File: src/rtl/fetch_sequencer.sv
// -----------------------------------------------------------------------------
// fetch_sequencer
//
// Instruction fetch front end. It drives a program counter into a
// combinational instruction memory and presents each fetched word to a
// consumer through a valid/ready output register. Fetch stops after an
// instruction whose opcode field matches HALT_OP; the sequencer then waits for
// that instruction to be accepted and parks in HALT until the next start.
// A redirect (taken branch/jump) flushes the output register and restarts
// fetch at the redirect target.
//
// Ports
//   clk            rising-edge clock
//   rst            asynchronous, active-high reset
//   start          one-cycle pulse: begin fetching at start_addr (IDLE/HALT)
//   start_addr     first fetch address
//   adressIM       address to instruction memory (the pc register)
//   inst           memory data for adressIM, valid in the same cycle
//   out_valid      out_inst/out_pc hold a fetched instruction
//   out_ready      consumer accepts when out_valid and out_ready are high
//   out_inst       fetched instruction
//   out_pc         address of out_inst
//   redirect       flush and refetch from redirect_addr (FETCH/DRAIN)
//   redirect_addr  redirect target
//   halted         high while in HALT
//   fetch_cnt      number of accepted instructions, saturating at 255
// -----------------------------------------------------------------------------
module fetch_sequencer #(
   parameter int          ADDR_W  = 5,
   parameter int          DATA_W  = 32,
   parameter logic [5:0]  HALT_OP = 6'b111111
) (
   input  logic              clk,
   input  logic              rst,
   input  logic              start,
   input  logic [ADDR_W-1:0] start_addr,
   output logic [ADDR_W-1:0] adressIM,
   input  logic [DATA_W-1:0] inst,
   output logic              out_valid,
   input  logic              out_ready,
   output logic [DATA_W-1:0] out_inst,
   output logic [ADDR_W-1:0] out_pc,
   input  logic              redirect,
   input  logic [ADDR_W-1:0] redirect_addr,
   output logic              halted,
   output logic [7:0]        fetch_cnt
);

   typedef enum logic [1:0] {
      IDLE,
      FETCH,
      DRAIN,
      HALT
   } state_t;

   localparam logic [ADDR_W-1:0] PC_ONE  = {{(ADDR_W-1){1'b0}}, 1'b1};
   localparam logic [7:0]        CNT_MAX = 8'hFF;

   state_t            state;
   logic [ADDR_W-1:0] pc;

   logic accept;    // consumer takes the current output entry this edge
   logic capture;   // output register is free (empty or being emptied)
   logic is_halt;   // word on the memory bus is a halt instruction
   logic cnt_inc;   // fetch_cnt may still count up

   assign accept   = out_valid & out_ready;
   assign capture  = ~out_valid | out_ready;
   assign is_halt  = (inst[31:26] == HALT_OP);
   assign cnt_inc  = (fetch_cnt != CNT_MAX);

   assign adressIM = pc;
   assign halted   = (state == HALT);

   // NOTE: every register below is assigned with <= so all updates within a
   // clock edge see the pre-edge values; blocking assignments here would make
   // the result depend on statement order.
   always_ff @(posedge clk or posedge rst) begin
      if (rst) begin
         state     <= IDLE;
         pc        <= '0;
         out_valid <= 1'b0;
         out_inst  <= '0;
         out_pc    <= '0;
         fetch_cnt <= '0;
      end else begin
         case (state)
            // Waiting for a program to run; redirect is meaningless here.
            IDLE, HALT: begin
               out_valid <= 1'b0;
               if (start) begin
                  pc        <= start_addr;
                  fetch_cnt <= '0;
                  state     <= FETCH;
               end
            end

            FETCH: begin
               if (redirect) begin
                  // The displayed entry belongs to the wrong path: drop it
                  // without counting it, even if the consumer is taking it.
                  pc        <= redirect_addr;
                  out_valid <= 1'b0;
               end else begin
                  if (accept && cnt_inc) begin
                     fetch_cnt <= fetch_cnt + 8'd1;
                  end
                  // Capturing while the old entry is accepted refills the
                  // register in the same edge, giving one word per cycle.
                  if (capture) begin
                     out_inst  <= inst;
                     out_pc    <= pc;
                     out_valid <= 1'b1;
                     if (is_halt) begin
                        // pc stays on the halt word; nothing past it is fetched.
                        state <= DRAIN;
                     end else begin
                        pc <= pc + PC_ONE;
                     end
                  end
               end
            end

            // The halt instruction sits in the output register until taken.
            DRAIN: begin
               if (redirect) begin
                  pc        <= redirect_addr;
                  out_valid <= 1'b0;
                  state     <= FETCH;
               end else if (accept) begin
                  out_valid <= 1'b0;
                  if (cnt_inc) begin
                     fetch_cnt <= fetch_cnt + 8'd1;
                  end
                  state <= HALT;
               end
            end

            default: begin
               state     <= IDLE;
               out_valid <= 1'b0;
            end
         endcase
      end
   end

endmodule

File: config.mk
export PLATFORM = sky130hd
export DESIGN_NAME = fetch_sequencer
export DESIGN_NICKNAME = d
export VERILOG_FILES = /design/src/rtl/fetch_sequencer.sv
export SDC_FILE = /design/constraint.sdc
export NUM_CORES = 1
export LEC_CHECK = 0
export CORE_MARGIN = 4
export CORE_UTILIZATION = 59
export CTS_BUF_LIST = sky130_fd_sc_hd__clkbuf_4 sky130_fd_sc_hd__clkbuf_8
export CTS_CLUSTER_SIZE = 20
export DETAILED_ROUTE_END_ITERATION = 16
export DONT_BUFFER_PORTS = 1
export PLACE_DENSITY = 0.82
export SYNTH_ARGS = -nofsm -noshare
export SYNTH_HDL_FRONTEND = slang
export SYNTH_SLANG_ARGS = --single-unit
export TNS_END_PERCENT = 1
File: constraint.sdc
create_clock -name clk -period 1.8 [get_ports clk]
set_input_delay 0.36 -clock clk [delete_from_list [all_inputs] [get_ports clk]]
set_output_delay 0.36 -clock clk [all_outputs]
set_load 0.03 [all_outputs]
**Yosys cells after proc, flatten, opt, wreduce, memory -nomap -nowiden**

Index checks and enable logic that the tools add are counted.

- Register bits after elaboration: 53
- Input bits: 47

- $add $sub $neg: 2
- Equality and inequality tests: 17
- Multiplexer cells: 25
- Bitwise gates (word level): 4
- Reductions and logical operators: 8

Operators by type and width:

| cell | number |
|---|---|
| 8-bit two-way mux | 6 |
| 5-bit two-way mux | 5 |
| 8-bit one-hot mux with 3 select lines | 1 |
| 2-bit != test (second input constant) | 9 |
| 5-bit one-hot mux with 3 select lines | 1 |
| 2-bit two-way mux | 6 |
| 3-bit != test (second input constant) | 3 |
| 8-bit by 1-bit adder with 8-bit output (second input constant) | 1 |
| 8-bit != test (second input constant) | 1 |
| 6-bit equality test (second input constant) | 1 |
| 2-bit one-hot mux with 3 select lines | 1 |
| 6-bit AND reduction | 1 |
| 5-bit by 1-bit adder with 5-bit output (second input constant) | 1 |
| 5-bit AND reduction | 1 |
| 2-bit equality test (second input constant) | 2 |
| 1-bit two-way mux | 4 |
| 4-bit AND reduction | 1 |
| 1-bit one-hot mux with 3 select lines | 1 |
| 3-bit AND reduction | 1 |
| 2-bit by 1-bit equality test with 1-bit output (second input constant) | 1 |
| 2-bit zero test | 1 |
| 1-bit NOT | 2 |
| 2-bit AND reduction | 1 |
| 2-bit OR reduction | 1 |
| other kinds (3) | 3 |

**Depth between registers and ports, before layout**

Gate-level depths: netlist of run 1.

- Depth in word-level cells: 5
- Depth in mapped cells: 9
- Depth with buffers taken out: 7

**Worst setup path after synthesis of run 1**

No wires, ideal clock.

- Path kind: register to register
- Start: register fetch_cnt[0]
- End: register fetch_cnt[0]
- Setup time: 125 ps
- Data arrival time: 1896 ps
- Data required time: 1675 ps
- Setup slack: -221 ps
- Stages on the path, launching flop included: 7
- Path buffers: 1
- Path through: dfrtp_1 ha_1 nand3_1 o31ai_2 a21o_1 buf_6 mux2_2

- Word-level cells in the longest chain between the ends: 5
- Elaborated cells between the ends (all ways): 12

RTL lines:

| what | RTL line | source |
|---|---|---|
| start, declared | 46 | `output logic [7:0] fetch_cnt` |
| start signal, assigned | 106 | `fetch_cnt <= fetch_cnt + 8'd1;` |
| start signal, assigned | 133 | `fetch_cnt <= fetch_cnt + 8'd1;` |
| 8-bit by 1-bit adder with 8-bit output | 106, 133 |  |
| 8-bit two-way mux | 132 | `if (cnt_inc) begin` |
| 8-bit two-way mux | 130 | `end else if (accept) begin` |
| 8-bit two-way mux | 126 | `if (redirect) begin` |
| 8-bit one-hot mux with 3 select lines | 87 | `case (state)` |

Parallel ways exist; a longest one is shown, timed or not. The select of a mux whose other input is x is not followed.
A chain may end at the register's enable or synchronous reset.

**Worst setup path in the final report of run 1**

- Start: register state[0]
- End: register pc[1] (netlist: adressIM[1])

- Word-level cells in the longest chain between the ends: 4
- Elaborated cells between the ends (all ways): 11

RTL lines:

| what | RTL line | source |
|---|---|---|
| start, declared | 59 | `state_t state;` |
| start signal, assigned | 80 | `state <= IDLE;` |
| start signal, assigned | 94 | `state <= FETCH;` |
| start signal, assigned | 116 | `state <= DRAIN;` |
| 2-bit equality test or 2-bit zero test (tied branches) | 87 |  |
| 2-bit OR reduction | 87 |  |
| 2-bit != test (no source line) | n/a |  |
| 4-bit AND reduction (no source line) | n/a |  |
| end signal, assigned | 92 | `pc <= start_addr;` |
| end signal, assigned | 102 | `pc <= redirect_addr;` |
| end signal, assigned | 118 | `pc <= pc + PC_ONE;` |
| end, declared | 60 | `logic [ADDR_W-1:0] pc;` |

Parallel ways exist; a longest one is shown, timed or not.

==> results of run 1 <==
[cell families after synthesis]
logic type | after synthesis | share of synthesized area (%)
buf+inv | 17 | 3.27
mux | 43 | 19.4
fa+ha+maj | 6 | 3.02
simple gates | 48 | 9.00
xor+xnor | 2 | 0.704
flops | 53 | 53.3
compound gates | 41 | 11.4
[per-layer routing]
metal	vias up	GRT usage [%]	wire length (µm)
li1	811	-	-
met1	863	26.5	2150
met2	88	37.4	3130
met3	16	6.34	526
met4	0	9.02	144
met5	-	0	0
[worst paths after layout]
check / startpoint / endpoint / slack (ps) / cells past startpoint
worst max-delay path: state[0] / adressIM[1] / 20 / 7
worst min-delay path: redirect / out_valid / 110 / 1
worst max register to register: state[0] / adressIM[1] / 20 / 7
worst min register to register: fetch_cnt[1] / fetch_cnt[1] / 590 / 2
max in group asynchronous: rst / fetch_cnt[1] / 680 / 3
min in group asynchronous: rst / adressIM[3] / 560 / 2
[power breakdown]
part	switching (mW)	internal (mW)	leakage, nW	total, mW
clock network	0.376	0.433	0.0588	0.809
logic	1.57	1.48	0.613	3.05
registers	1.35	1.80	0.631	3.14
total	3.30	3.71	1.30	7.01
[per-stage QoR]
step | std cells | total power [mW] | utilization (%)
floorplan | 210 | 5.13 | -
global placement | 274 | 5.74 | 67.7
detailed placement | 274 | 5.93 | 67.7
CTS | 289 | 6.87 | 72.2
global route | 291 | 7.37 | 73.2
finish | 291 | 7.01 | 73.2
[synth_stat cells]
library cell,number,area share [%]
dfrtp_1,53,53
mux2_2,40,18
nand2_1,20,3.0
o21ai_0,14,2.8
inv_1,8,1.2
nor2_1,8,1.2
a21oi_1,7,1.4
nand3_1,7,1.4
ha_1,6,3.0
buf_2,5,1.0
a22oi_1,3,0.90
nor2b_1,3,0.75
o22ai_1,3,0.75
a211oi_1,2,0.60
a21o_1,2,0.60
a221oi_1,2,0.70
a22o_1,2,0.70
clkbuf_1,2,0.30
mux2i_1,2,0.80
nor3_1,2,0.40
or4_1,2,0.60
xnor2_1,2,0.70
and3_1,1,0.25
and3b_1,1,0.35
buf_4,1,0.30
buf_6,1,0.45
mux2_1,1,0.45
nand2b_1,1,0.25
nand4_1,1,0.25
nor2_2,1,0.25
o21a_1,1,0.30
o21bai_1,1,0.30
o31ai_1,1,0.30
o31ai_2,1,0.50
o41ai_1,1,0.35
o41ai_4,1,1.1
or2_1,1,0.25
[state kept, by name, indices dropped and copies added (netlist names)]
name and count:
out_valid 1, state 2, fetch_cnt 8, out_inst 32
adressIM 5, out_pc 5
[timing repair]
action / CTS / global route
resized for setup: 2 / 7
endpoints found under the setup margin: 6 / 43
endpoints found under the hold margin: 24 / 0
hold buffers: 1 / 0
pin swaps: 1 / 3
buffers inserted: 6 / 2
[area by class of cell]
type | count | area (µm²)
clock inverters | 2 | 38.8
well taps | 50 | 62.6
multi-input cells | 140 | 1140
inverters | 8 | 35.0
repair buffers | 32 | 268
flip-flops and latches | 53 | 1330
fillers | 272 | 1080
clock buffers | 6 | 76.3
==> run_results.csv, run 1 <==
group,metric,value,unit
grt,grt_first_pass_wirelength,8930,µm
sta,fin_skew,13.5,ps
critical_path,critPathLaunchType,"flip-flop",
critical_path,slowest_delay,420,ps
die,core,4030,µm²
route,drt_iter0_drc,82,
route,drc,0,
sta,rsz0062_at_grt,"yes",
flow_run,maxCapViolations,0,
sta,max_freq,562,MHz
status,status,"finished clean",
clock_network,cts_made_buffers,5,
yosys,yosys_warnings,0,
clock_network,clock_sinks,53,
route,vias,1778,
sta,worstMarginPinSlew,550,ps
critical_path,cp_cell_sequence,"inv_2 > ha_4 > inv_6 > nor2_4 > o41ai_4 > buf_4 > mux2_4",
route,wl_per_cell,20.4,µm
critical_path,critPathKind,"reg2reg",
sta,setup-tns-final,0,ps
sta,slew_viol_final,0,
critical_path,crit_path_max_fanout,5,
sta,setup_violations,0,
grt,grt_use_total,22.1,%
sta,fin_crit,1780,ps
layout,drive_above_1_share,39.4,%
clock_network,cts_tree,"built",
clock_network,insertion_delay,300,ps
grt,antenna_found_initial,0,
route,drtAntennaViolNets,0,
sta,fin_crit_sh,98.9,%
grt,grt_max_degree,38,
die,dieArea,5320,µm²
layout,fin_nets,293,
placed_design,place_area,2730,µm²
yosys,ys_ff_latch,53,
layout,area_growth,18.6,%
clock_network,path_clk_slew,100,ps
power_and_ir_drop,p_leak,1.30,nW
power_and_ir_drop,power.density,2370,nW/µm²
die,die_h,72.9,µm
grt,grt_overflow,0,
sta,hold_viol_final,0,
placed_design,numPortBuffers,0,
die,start_util,61.8,%
die,dieWidth,72.9,µm
placed_design,hpwlAfterDp,4300,µm
clock_network,clk_path_buf_depth,2,
route,routed_wl,5950,µm
yosys,netlist_instances,210,
critical_path,crit_buf_inv,3,
sta,holdWs,114,ps
yosys,mappedNetlistArea,2490,µm²
sta,relSlewSlack,63.3,%
critical_path,cp.arrival,1980,ps
critical_path,slowest_stage,"dfrtp_1",
placed_design,dp_slack,-130,ps
grt,grt_pass1_vias,1862,
route,firstDrtPassIters,4,
yosys,yosysSeqAreaShare,53.3,%
route,via_per_inst,6.11,
layout,layout_commonest_cell,"dfrtp_1",
layout,antenna_cells,0,
yosys,syn-num-nets,263,
die,core.rowCount,23,
die,num_io_pins,99,
worst_hold_path,timing.hold.worst.class,"in2reg",
placed_design,place.gp.congestion,0.864,
yosys,synth_cell_types,37,
critical_path,crit_family,"flip-flops",
clock_network,cts_root_buffer,"clkbuf_8",
sta,worst_slack,20.6,ps
clock_network,htreeDepth,2,
power_and_ir_drop,irDropWorstVdd,1.21,mV
layout,fin_area,2950,µm²
critical_path,cp.required,2000,ps
yosys,synth.avg_cell_area,11.9,µm²
critical_path,cp-end-kind,"flip-flop",
layout,final_cell_mix,"50 x dfrtp_1, 38 x mux2_2, 29 x buf_4, 20 x nand2_1, 14 x o21ai_0",
(Power assumes the default switching activity.)
==> run 2, diff against run 1 <==
- ABC_AREA: unset -> 1
==> run 2 against run 1 <==
Net effect:
- clock power down 16%
- sequential share of layout area fell by 0.18 points
- routed wire length shrank 9.4%
- via count up 2.1%
- synthesized area is 7.5% higher
- non-clock buffer count down 14
- final cell count rose by 15%
- flip-flop and latch count unchanged
- critical path depth did not move
- clock skew shrank 6.1 ps
- critical path type unchanged
- largest cell class unchanged
==> run_results.csv, run 2 <==
group,metric,value,unit
power_and_ir_drop,p_comb_share,37.1,%
route,wl_per_cell,16.1,µm
yosys,yosysSeqAreaShare,49.6,%
sta,fin_skew,7.32,ps
clock_network,path_clk_slew,100,ps
critical_path,crit_buf_inv,3,
yosys,synth.top_cells.by_area,"dfrtp_1 50%, mux2_4 19%, nand2_1 12%",
clock_network,htreeDepth,2,
sta,setup_violations,0,
critical_path,critPathKind,"reg2reg",
layout,final_cell_mix,"86 x nand2_1, 53 x dfrtp_1, 34 x mux2_4, 16 x inv_1",
clock_network,cts_root_buffer,"clkbuf_8",
yosys,mappedNetlistArea,2680,µm²
grt,grt_first_pass_wirelength,8650,µm
sta,hold_viol_final,0,
grt,grt_use_total,20.0,%
route,routed_wl,5390,µm
die,core,4380,µm²
clock_network,cts_resized,0,
die,core.rowCount,24,
grt,grt_overflow,0,
yosys,synth_cell_types,26,
power_and_ir_drop,irDropWorstVdd,1.02,mV
sta,fin_crit,1680,ps
critical_path,slowest_delay,410,ps
status,status,"finished clean",
critical_path,cp.arrival,1880,ps
power_and_ir_drop,p_int,3.12,mW
critical_path,crit_path_max_fanout,17,
clock_network,cts_made_buffers,5,
sta,setup-tns-final,0,ps
clock_network,cts_tree,"built",
die,start_util,61.0,%
layout,drive_above_1_share,24.8,%
power_and_ir_drop,p_leak,1.54,nW
yosys,synth_ff_type,"dfrtp_1",
flow_run,maxCapViolations,0,
power_and_ir_drop,seqPwrFrac,51.6,%
layout,regMostFlops,"out_inst",
yosys,syn-num-nets,316,
die,num_io_pins,99,
die,dieWidth,75.4,µm
layout,area_growth,10.4,%
placed_design,place.gp.congestion,0.853,
clock_network,clk_path_buf_depth,2,
yosys,synth_most_common_cell,"nand2_1",
layout,largest_reg_flops,32,
die,die_h,75.4,µm
placed_design,hpwlAfterDp,4000,µm
die,dieArea,5680,µm²
layout,fin_nets,334,
power_and_ir_drop,power,5.96,mW
critical_path,critPathLaunchType,"flip-flop",
route,via_per_inst,5.42,
route,vias,1815,
power_and_ir_drop,switching_share,47.6,%
sta,relSlewSlack,64.3,%
yosys,netlist_instances,263,
power_and_ir_drop,power_frac_clock,11.3,%
sta,slew_viol_final,0,
sta,rsz0062_at_grt,"no",
power_and_ir_drop,power.density,2020,nW/µm²
layout,largestRegisters,"out_inst x32, fetch_cnt x8",
route,firstDrtPassIters,4,
worst_hold_path,timing.hold.worst.class,"in2reg",
sta,worstMarginPinSlew,536,ps
yosys,synth_top_area_share,49.6,%
yosys,yosys_warnings,0,
critical_path,crit_family,"buffers and inverters",
grt,grt_max_degree,34,
yosys,synth_edf_count,0,
critical_path,slowest_stage,"dfrtp_1",
layout,layout_commonest_cell,"nand2_1",
power_and_ir_drop,switchingPower,2.84,mW
critical_path,cp-end-kind,"flip-flop",
yosys,ys_ff_latch,53,
yosys,ys_async_sr_fraction,100,%
yosys,yosys.area.top_type,"dfrtp_1",
yosys,synth.avg_cell_area,10.2,µm²
sta,fin_crit_sh,93.3,%
route,drtAntennaViolNets,0,
route,drc,0,
yosys,synth_common_cells,"86 x nand2_1, 53 x dfrtp_1, 34 x mux2_4",
critical_path,cp.required,2000,ps
route,drt_iter0_drc,57,
placed_design,numPortBuffers,0,
grt,antenna_found_initial,1,
layout,fillers,355,
critical_path,cp_cell_sequence,"buf_4 > ha_1 > inv_2 > nor2_8 > nand2_4 > buf_12 > mux2_4",
sta,max_freq,595,MHz
clock_network,clock_sinks,53,
grt,grt_pass1_vias,1818,
clock_network,insertion_delay,310,ps
## run 2: layer usage
metal	up-vias	track usage, %	part of all wire (%)	wire [µm]
li1	886	-	-	-
met1	850	24.0	39	2100
met2	72	32.8	47	2550
met3	7	8.84	12	672
met4	0	5.83	1.2	62
met5	-	0	0	0
## run 2: repair_timing
item / 4_1_cts / 5_1_grt
setup buffers: 0 / 2
setup endpoints to repair: 0 / 4
hold endpoints to repair: 20 / 0
hold buffers: 1 / 0
## run 2: cell type report
| cell class | instances | area (µm²) | area share (%) |
|---|---|---|---|
| Inverter | 21 | 78.8 | 2.67 |
| Clock buffer | 5 | 68.8 | 2.33 |
| Clock inverter | 3 | 25.0 | 0.847 |
| Sequential cell | 53 | 1330 | 44.9 |
| Tap cell | 52 | 65.1 | 2.20 |
| Multi-Input combinational cell | 182 | 1210 | 41.0 |
| Timing Repair Buffer | 18 | 175 | 5.93 |
| Antenna cell | 1 | 2.50 | 0.0847 |
## run 2: worst paths after layout
path	endpoint	slack, ps	startpoint	cells past startpoint
setup / recovery	out_inst[17]	120	state[0]	7
hold / removal	out_inst[3]	190	inst[3]	1
hold reg to reg	state[1]	560	state[1]	2
setup reg to reg	out_inst[17]	120	state[0]	7
max in group asynchronous	fetch_cnt[3]	750	rst	3
min in group asynchronous	out_inst[0]	520	rst	2
## run 2: cells by family (layout without fill, tap and decap cells)
group | after synthesis | after routing | share of synthesized area [%]
AO/OA/AOI/OAI | 16 | 16 | 3.13
XOR/XNOR | 1 | 1 | 0.327
adder cells (fa/ha/maj) | 6 | 6 | 2.80
buffers and inverters | 28 | 47 | 5.14
flip-flops | 53 | 53 | 49.6
multiplexers | 34 | 34 | 19.1
other | 0 | 1 | 0
AND/OR/NAND/NOR | 125 | 125 | 20.0
## run 2: worst register-to-register path, cell delays in order (launching register included)
cell and delay, ps:
dfrtp_1 410, buf_4 140, ha_1 220, inv_2 130, nor2_8 70, nand2_4 100
buf_12 180, mux2_4 320
## run 2: power groups by stage
stage / logic [mW] / registers, mW / clock network (mW)
after floorplan: 1.68 / 3.08 / 0
after global placement: 2.13 / 3.09 / 0
after detailed placement: 2.18 / 3.11 / 0
after CTS: 2.19 / 3.09 / 0.700
after global routing: 2.47 / 3.16 / 0.754
final: 2.21 / 3.07 / 0.676
## run 2: stage by stage
step | cell area [µm²] | worst slack, ps | hold WS (ps) | instances | utilization (%)
5_1_grt | 2950 | 44.3 | 161 | 335 | 67.4
2_1_floorplan | 2680 | 154 | 503 | 263 | -
4_1_cts | 2940 | 145 | 178 | 332 | 67.0
3_5_place_dp | 2830 | 149 | 281 | 323 | 64.6
3_3_place_gp | 2830 | 196 | 273 | 323 | 64.6
6_report | 2950 | 120 | 192 | 335 | 67.4
